$ cat config.mk
export PLATFORM = sky130hd
export DESIGN_NAME = program_sequencer
export DESIGN_NICKNAME = d
export VERILOG_FILES = /design/src/rtl/program_sequencer.sv
export SDC_FILE = /design/constraint.sdc
export NUM_CORES = 1
export LEC_CHECK = 0
export ABC_CLOCK_PERIOD_IN_PS = 3100
export CORE_MARGIN = 1.5
export CORE_UTILIZATION = 56
export DETAILED_ROUTE_END_ITERATION = 6
export DONT_BUFFER_PORTS = 1
export PLACE_DENSITY = 0.71
export SLEW_MARGIN = 20
export SYNTH_ARGS = -nofsm -noshare
export SYNTH_HDL_FRONTEND = slang
export SYNTH_SLANG_ARGS = --single-unit
$ cat constraint.sdc
create_clock -name clk_i -period 3.1 [get_ports clk_i]
set_input_delay 0.465 -clock clk_i [delete_from_list [all_inputs] [get_ports clk_i]]
set_output_delay 0.465 -clock clk_i [all_outputs]
set_load 0.02 [all_outputs]
$ cat src/rtl/program_sequencer.sv
// Fetch/sequencing controller: owns the PC, launches resident programs, applies branches, detects halt.
// Optional taken-branch counter is built only when PROGRAM_SEQUENCER_BRCNT_EN is defined.
module program_sequencer #(
  parameter int unsigned     PC_W        = 8,
  parameter logic [PC_W-1:0] PROG0_START = PC_W'(0),
  parameter logic [PC_W-1:0] PROG1_START = PC_W'(100),
  parameter logic [PC_W-1:0] PROG2_START = PC_W'(152),
  parameter logic [7:0]      HALT_OPCODE = 8'b10001000,
  parameter int unsigned     CYC_W       = 16,
  parameter logic [CYC_W-1:0] WDOG_LIMIT = CYC_W'(16'hFFFF)
) (
  input  logic             clk_i,
  input  logic             reset_i,
  input  logic             start_i,
  input  logic [1:0]       prog_sel_i,
  input  logic             abort_i,
  input  logic [7:0]       inst_i,
  output logic [PC_W-1:0]  rom_addr_o,
  output logic [7:0]       inst_o,
  output logic             inst_valid_o,
  input  logic             stall_i,
  input  logic             branch_i,
  input  logic             branch_back_i,
  input  logic [7:0]       branch_off_i,
  output logic             busy_o,
  output logic             done_o,
  output logic             err_o,
  output logic [1:0]       err_code_o,
  output logic [CYC_W-1:0] cycle_count_o,
  output logic [CYC_W-1:0] branch_count_o
);

  typedef enum logic [1:0] {
    S_IDLE,
    S_RUN,
    S_DONE,
    S_ERROR
  } state_t;

  state_t            state_q, state_d;
  logic [PC_W-1:0]   pc_q, pc_d;
  logic [CYC_W-1:0]  cyc_q, cyc_d;
  logic [1:0]        err_code_q, err_code_d;

  logic              is_halt;
  logic              sel_ok;
  logic [PC_W-1:0]   entry_pc;
  logic [PC_W-1:0]   off_w;
  logic [PC_W-1:0]   pc_seq;
  logic [PC_W-1:0]   pc_next;
  logic [CYC_W-1:0]  cyc_inc;
  logic              wdog_hit;

  assign is_halt  = (inst_i == HALT_OPCODE);
  assign sel_ok   = (prog_sel_i != 2'd3);
  assign off_w    = PC_W'(branch_off_i);
  assign pc_seq   = pc_q + PC_W'(1);
  assign cyc_inc  = cyc_q + CYC_W'(1);
  assign wdog_hit = (cyc_inc == WDOG_LIMIT);

  always_comb begin
    entry_pc = PROG2_START;
    case (prog_sel_i)
      2'd0:    entry_pc = PROG0_START;
      2'd1:    entry_pc = PROG1_START;
      default: entry_pc = PROG2_START;
    endcase
  end

  // Branch target arithmetic wraps modulo 2^PC_W by construction.
  always_comb begin
    pc_next = pc_seq;
    if (branch_i) begin
      pc_next = branch_back_i ? (pc_seq - off_w) : (pc_seq + off_w);
    end
  end

  always_comb begin
    state_d    = state_q;
    pc_d       = pc_q;
    cyc_d      = cyc_q;
    err_code_d = err_code_q;
    case (state_q)
      S_IDLE, S_ERROR: begin
        if (start_i) begin
          if (sel_ok) begin
            state_d    = S_RUN;
            pc_d       = entry_pc;
            cyc_d      = '0;
            err_code_d = 2'd0;
          end else begin
            state_d    = S_ERROR;
            err_code_d = 2'd1;
          end
        end
      end
      S_RUN: begin
        cyc_d = cyc_inc;
        if (abort_i) begin
          state_d = S_IDLE;
        end else begin
          if (!stall_i && !is_halt) begin
            pc_d = pc_next;
          end
          // Watchdog outranks a halt seen in the same cycle.
          if (wdog_hit) begin
            state_d    = S_ERROR;
            err_code_d = 2'd2;
          end else if (!stall_i && is_halt) begin
            state_d = S_DONE;
          end
        end
      end
      S_DONE: begin
        state_d = S_IDLE;
      end
      default: begin
        state_d = S_IDLE;
      end
    endcase
  end

  always_ff @(posedge clk_i) begin
    if (reset_i) begin
      state_q    <= S_IDLE;
      pc_q       <= '0;
      cyc_q      <= '0;
      err_code_q <= 2'd0;
    end else begin
      state_q    <= state_d;
      pc_q       <= pc_d;
      cyc_q      <= cyc_d;
      err_code_q <= err_code_d;
    end
  end

  assign rom_addr_o    = pc_q;
  assign inst_o        = inst_i;
  assign inst_valid_o  = (state_q == S_RUN) && !stall_i && !is_halt && !abort_i;
  assign busy_o        = (state_q == S_RUN);
  assign done_o        = (state_q == S_DONE);
  assign err_o         = (state_q == S_ERROR);
  assign err_code_o    = err_code_q;
  assign cycle_count_o = cyc_q;

`ifdef PROGRAM_SEQUENCER_BRCNT_EN
  logic [CYC_W-1:0] brc_q, brc_d;
  logic             brc_clr;
  logic             brc_adv;

  assign brc_clr = ((state_q == S_IDLE) || (state_q == S_ERROR)) && start_i && sel_ok;
  assign brc_adv = (state_q == S_RUN) && !stall_i && !abort_i && !is_halt && branch_i;

  always_comb begin
    brc_d = brc_q;
    if (brc_clr) begin
      brc_d = '0;
    end else if (brc_adv && (brc_q != '1)) begin
      brc_d = brc_q + CYC_W'(1);
    end
  end

  always_ff @(posedge clk_i) begin
    if (reset_i) begin
      brc_q <= '0;
    end else begin
      brc_q <= brc_d;
    end
  end

  assign branch_count_o = brc_q;
`else
  assign branch_count_o = '0;
`endif

endmodule

==> flow_summary_export.csv <==
group,metric,value,unit
global_routing,gr-total-overflow,0,
pwr,p_switching,0.800,mW
global_routing,grt_pass1_wl,9320,um
clocking,numClockSinks,28,
clocking,root_buffer,"clkbuf_8",
synthesis,postSynthCellCount,339,
synthesis,synth.largest_area_cell,"dfxtp_1",
global_routing,grt_max_degree,31,
flow_run,maxCapViolations,0,
synthesis,synth_top_family_by_area,"simple AND/OR/NAND/NOR gates",
sta,fmax,376,MHz
synthesis,ys_seq_area_frac,0.218,
worst_setup_path,r2r_setup_slack,440,ps
clocking,numCtsBuffers,3,
pwr,seqPwrFrac,0.291,
sta,tns,0,ps
synthesis,synth_edf_count,0,
synthesis,synth_simple_gate_area_share,0.269,
min_path,min_path_type,"in2reg",
finish,antennaDiodeCount,0,
route,antenna_left,0,
clocking,cts.path.max_buffers,2,
synthesis,avgSynthCellArea,7.57,um^2
pwr,p_leak,1.02,nW
worst_setup_path,crit_required,3290,ps
sta,min_period_over_period,0.858,
pwr,switching_share,0.462,
die,fp.dieH,70.7,um
finish,nFillCells,411,
synthesis,synth-compound-area-share,0.205,
synthesis,synthTopCellsByCount,"nor2_1, a21oi_1, dfxtp_1, buf_4, nand2_1",
worst_setup_path,startpoint_type,"flip-flop",
worst_setup_path,slowest_stage,"dfxtp_1",
synthesis,syn_area,2570,um^2
global_routing,grt_pass1_vias,1995,
pwr,peakVddDrop,0.701,mV
die,core-area,4380,um^2
die,rows,24,
sta,finalClockSkew,7.07,ps
clocking,cts_resized,0,
sta,drv_slew,0,
clocking,clk_pin_slew,100,ps
worst_setup_path,critPathMaxStageDelay,570,ps
route,vias_per_cell,5.89,
worst_setup_path,crit_type,"reg2reg",
route,drt_iter0_drc,185,
sta,finalSetupViolations,0,
global_routing,antenna_found_initial,0,
sta,hold_viol_final,0,
pwr,power.density,681,nW/um^2
place,dp_hpwl,4150,um
route,num_vias,2237,
finish,fin_nets,369,
worst_setup_path,critPathCaptureType,"flip-flop",
worst_setup_path,crit_family,"simple AND/OR/NAND/NOR gates",
clocking,clkLatencyLatePin,280,ps
finish,drive_above_1_share,0.0854,
die,ios,79,
finish,area.growth.synth_to_final,-0.926,%
worst_setup_path,path_cells,"nand3_1 -> nor2_1 -> xor2_1 -> ha_1 -> or4_1 -> o22ai_1 -> xnor2_1 -> and3_1 -> o21ai_1 -> a221oi_1",
worst_setup_path,path_buf_inv,0,
sta,layout_setup_ws,442,ps
global_routing,grt_usage,0.221,
synthesis,synth.area.mux_share,0.0322,
synthesis,ys.warnings.count,0,
pwr,combPwrFrac,0.577,
route,drt_wl_total,5350,um
die,dieWidth,70.7,um
synthesis,yosysMostFrequentCell,"nor2_1",
clocking,h-tree-depth,1,
synthesis,yosys-top-cells-area,"dfxtp_1, buf_4, ha_1",
synthesis,synthFlopType,"dfxtp_1",
synthesis,ys_ff_latch,28,
die,start_util,0.586,
synthesis,synthAdderAreaFrac,0.0760,
synthesis,netlist.area_leader.share,0.218,
clocking,hold_buffers,0,
clocking,cts_tree,"yes",
route,first_pass_iters,4,
synthesis,synth_cell_types,61,
synthesis,synthXorXnorAreaFrac,0.0682,
pwr,intPower,0.931,mW
place,place.gp.congestion,0.826,
die,dieArea,5000,um^2
outcome,outcome,"finished, final reports clean",
route,routedWlPerCell,14.1,um
place,io_buffers,0,
pwr,clkPwrFrac,0.132,
place,preCtsSetupSlack,286,ps
worst_setup_path,arrival,2850,ps
sta,fin_crit,2660,ps
worst_setup_path,critPathMaxFanout,6,
clocking,postCtsSetupRepairBufs,0,
route,drcViolationCount,0,
sta,rsz0062_at_grt,"false",
synthesis,async_reset_ff_frac,0,
==> worst register-to-register path, delay by kind of cell (launching register included) <==
kind / cells / cell delay, ps
and+or+nand+nor: 4 / 1070
DFF: 1 / 570
AOI/OAI and AO/OA: 3 / 440
xor gates and xnor gates: 2 / 270
adders and majority gates: 1 / 230
==> power by group through the flow <==
stage / Sequential (mW) / Combinational, mW / Clock, mW
global route: 0.513 / 1.11 / 0.253
finish: 0.504 / 0.999 / 0.229
global placement: 0.511 / 0.979 / 0
floorplan: 0.526 / 0.807 / 0
CTS: 0.505 / 1.00 / 0.236
detailed placement: 0.513 / 0.998 / 0
==> final timing paths <==
check / end / from / cells past startpoint
setup / recovery: rom_addr_o[7] / rom_addr_o[2] / 10
hold / removal: cycle_count_o[5] / reset_i / 1
setup reg to reg: rom_addr_o[7] / rom_addr_o[2] / 10
hold reg to reg: state_q[1] / state_q[1] / 2
==> cell type report <==
class                   instances  area, um^2  area share
flip-flops and latches         28         561       0.220
clock buffers                   4        55.1      0.0216
inverters                      13        48.8      0.0192
repair buffers                 11        82.6      0.0325
multi-input cells             272        1730       0.681
well taps                      52        65.1      0.0256
==> registers in the layout (all words and copies together), names as in the netlist <==
name	cells
cycle_count_o	16
rom_addr_o	8
err_code_o	2
state_q	2
==> routing by layer <==
metal | vias up | GRT usage | wire, um
met4 | 0 | 0.0189 | 11
met3 | 2 | 0.0598 | 372
met5 | - | 0 | 0
met1 | 1043 | 0.313 | 2570
met2 | 55 | 0.353 | 2400
li1 | 1137 | - | -
==> cells by family (layout without fill, tap and decap cells) <==
kind of cell | count (synthesis) | count (layout)
simple gates | 129 | 129
compound gates | 84 | 84
mux | 8 | 8
buf+inv | 54 | 28
xor+xnor | 20 | 20
flops | 28 | 28
other cells | 1 | 16
fa+ha+maj | 15 | 15
==> through the flow <==
stage                     total power, mW  utilization  instances  area (um^2)  hold WS [ps]
after floorplan                      1.33            -        354         2620           487
after global placement               1.49        0.568        376         2490           507
after detailed placement             1.51        0.568        376         2490           506
after CTS                            1.74        0.580        380         2540           235
after global routing                 1.88        0.580        380         2540           223
final                                1.73        0.580        380         2540           244
==> placed cells by master (no fill, tap or decap), types with 2 or more instances in the layout <==
cell type / n
a211oi_1: 3
a21o_1: 8
a21oi_1: 30
a21oi_2: 2
a221oi_1: 2
a22oi_1: 4
a31oi_1: 2
and2_1: 4
and3_1: 4
buf_4: 11
clkbuf_8: 4
conb_1: 16
dfxtp_1: 28
ha_1: 14
inv_1: 12
mux2i_1: 6
nand2_1: 23
nand2_2: 2
nand2b_1: 4
nand3_1: 11
nand3b_1: 2
nand4_1: 4
nor2_1: 37
nor2b_1: 6
nor3_1: 15
nor3b_1: 3
nor4b_1: 2
o211ai_1: 2
o21a_1: 2
o21ai_0: 10
o21ai_1: 7
o22ai_1: 3
or4_1: 2
xnor2_1: 17
xor2_1: 3
Note: power is estimated with default switching activity, not from simulation.
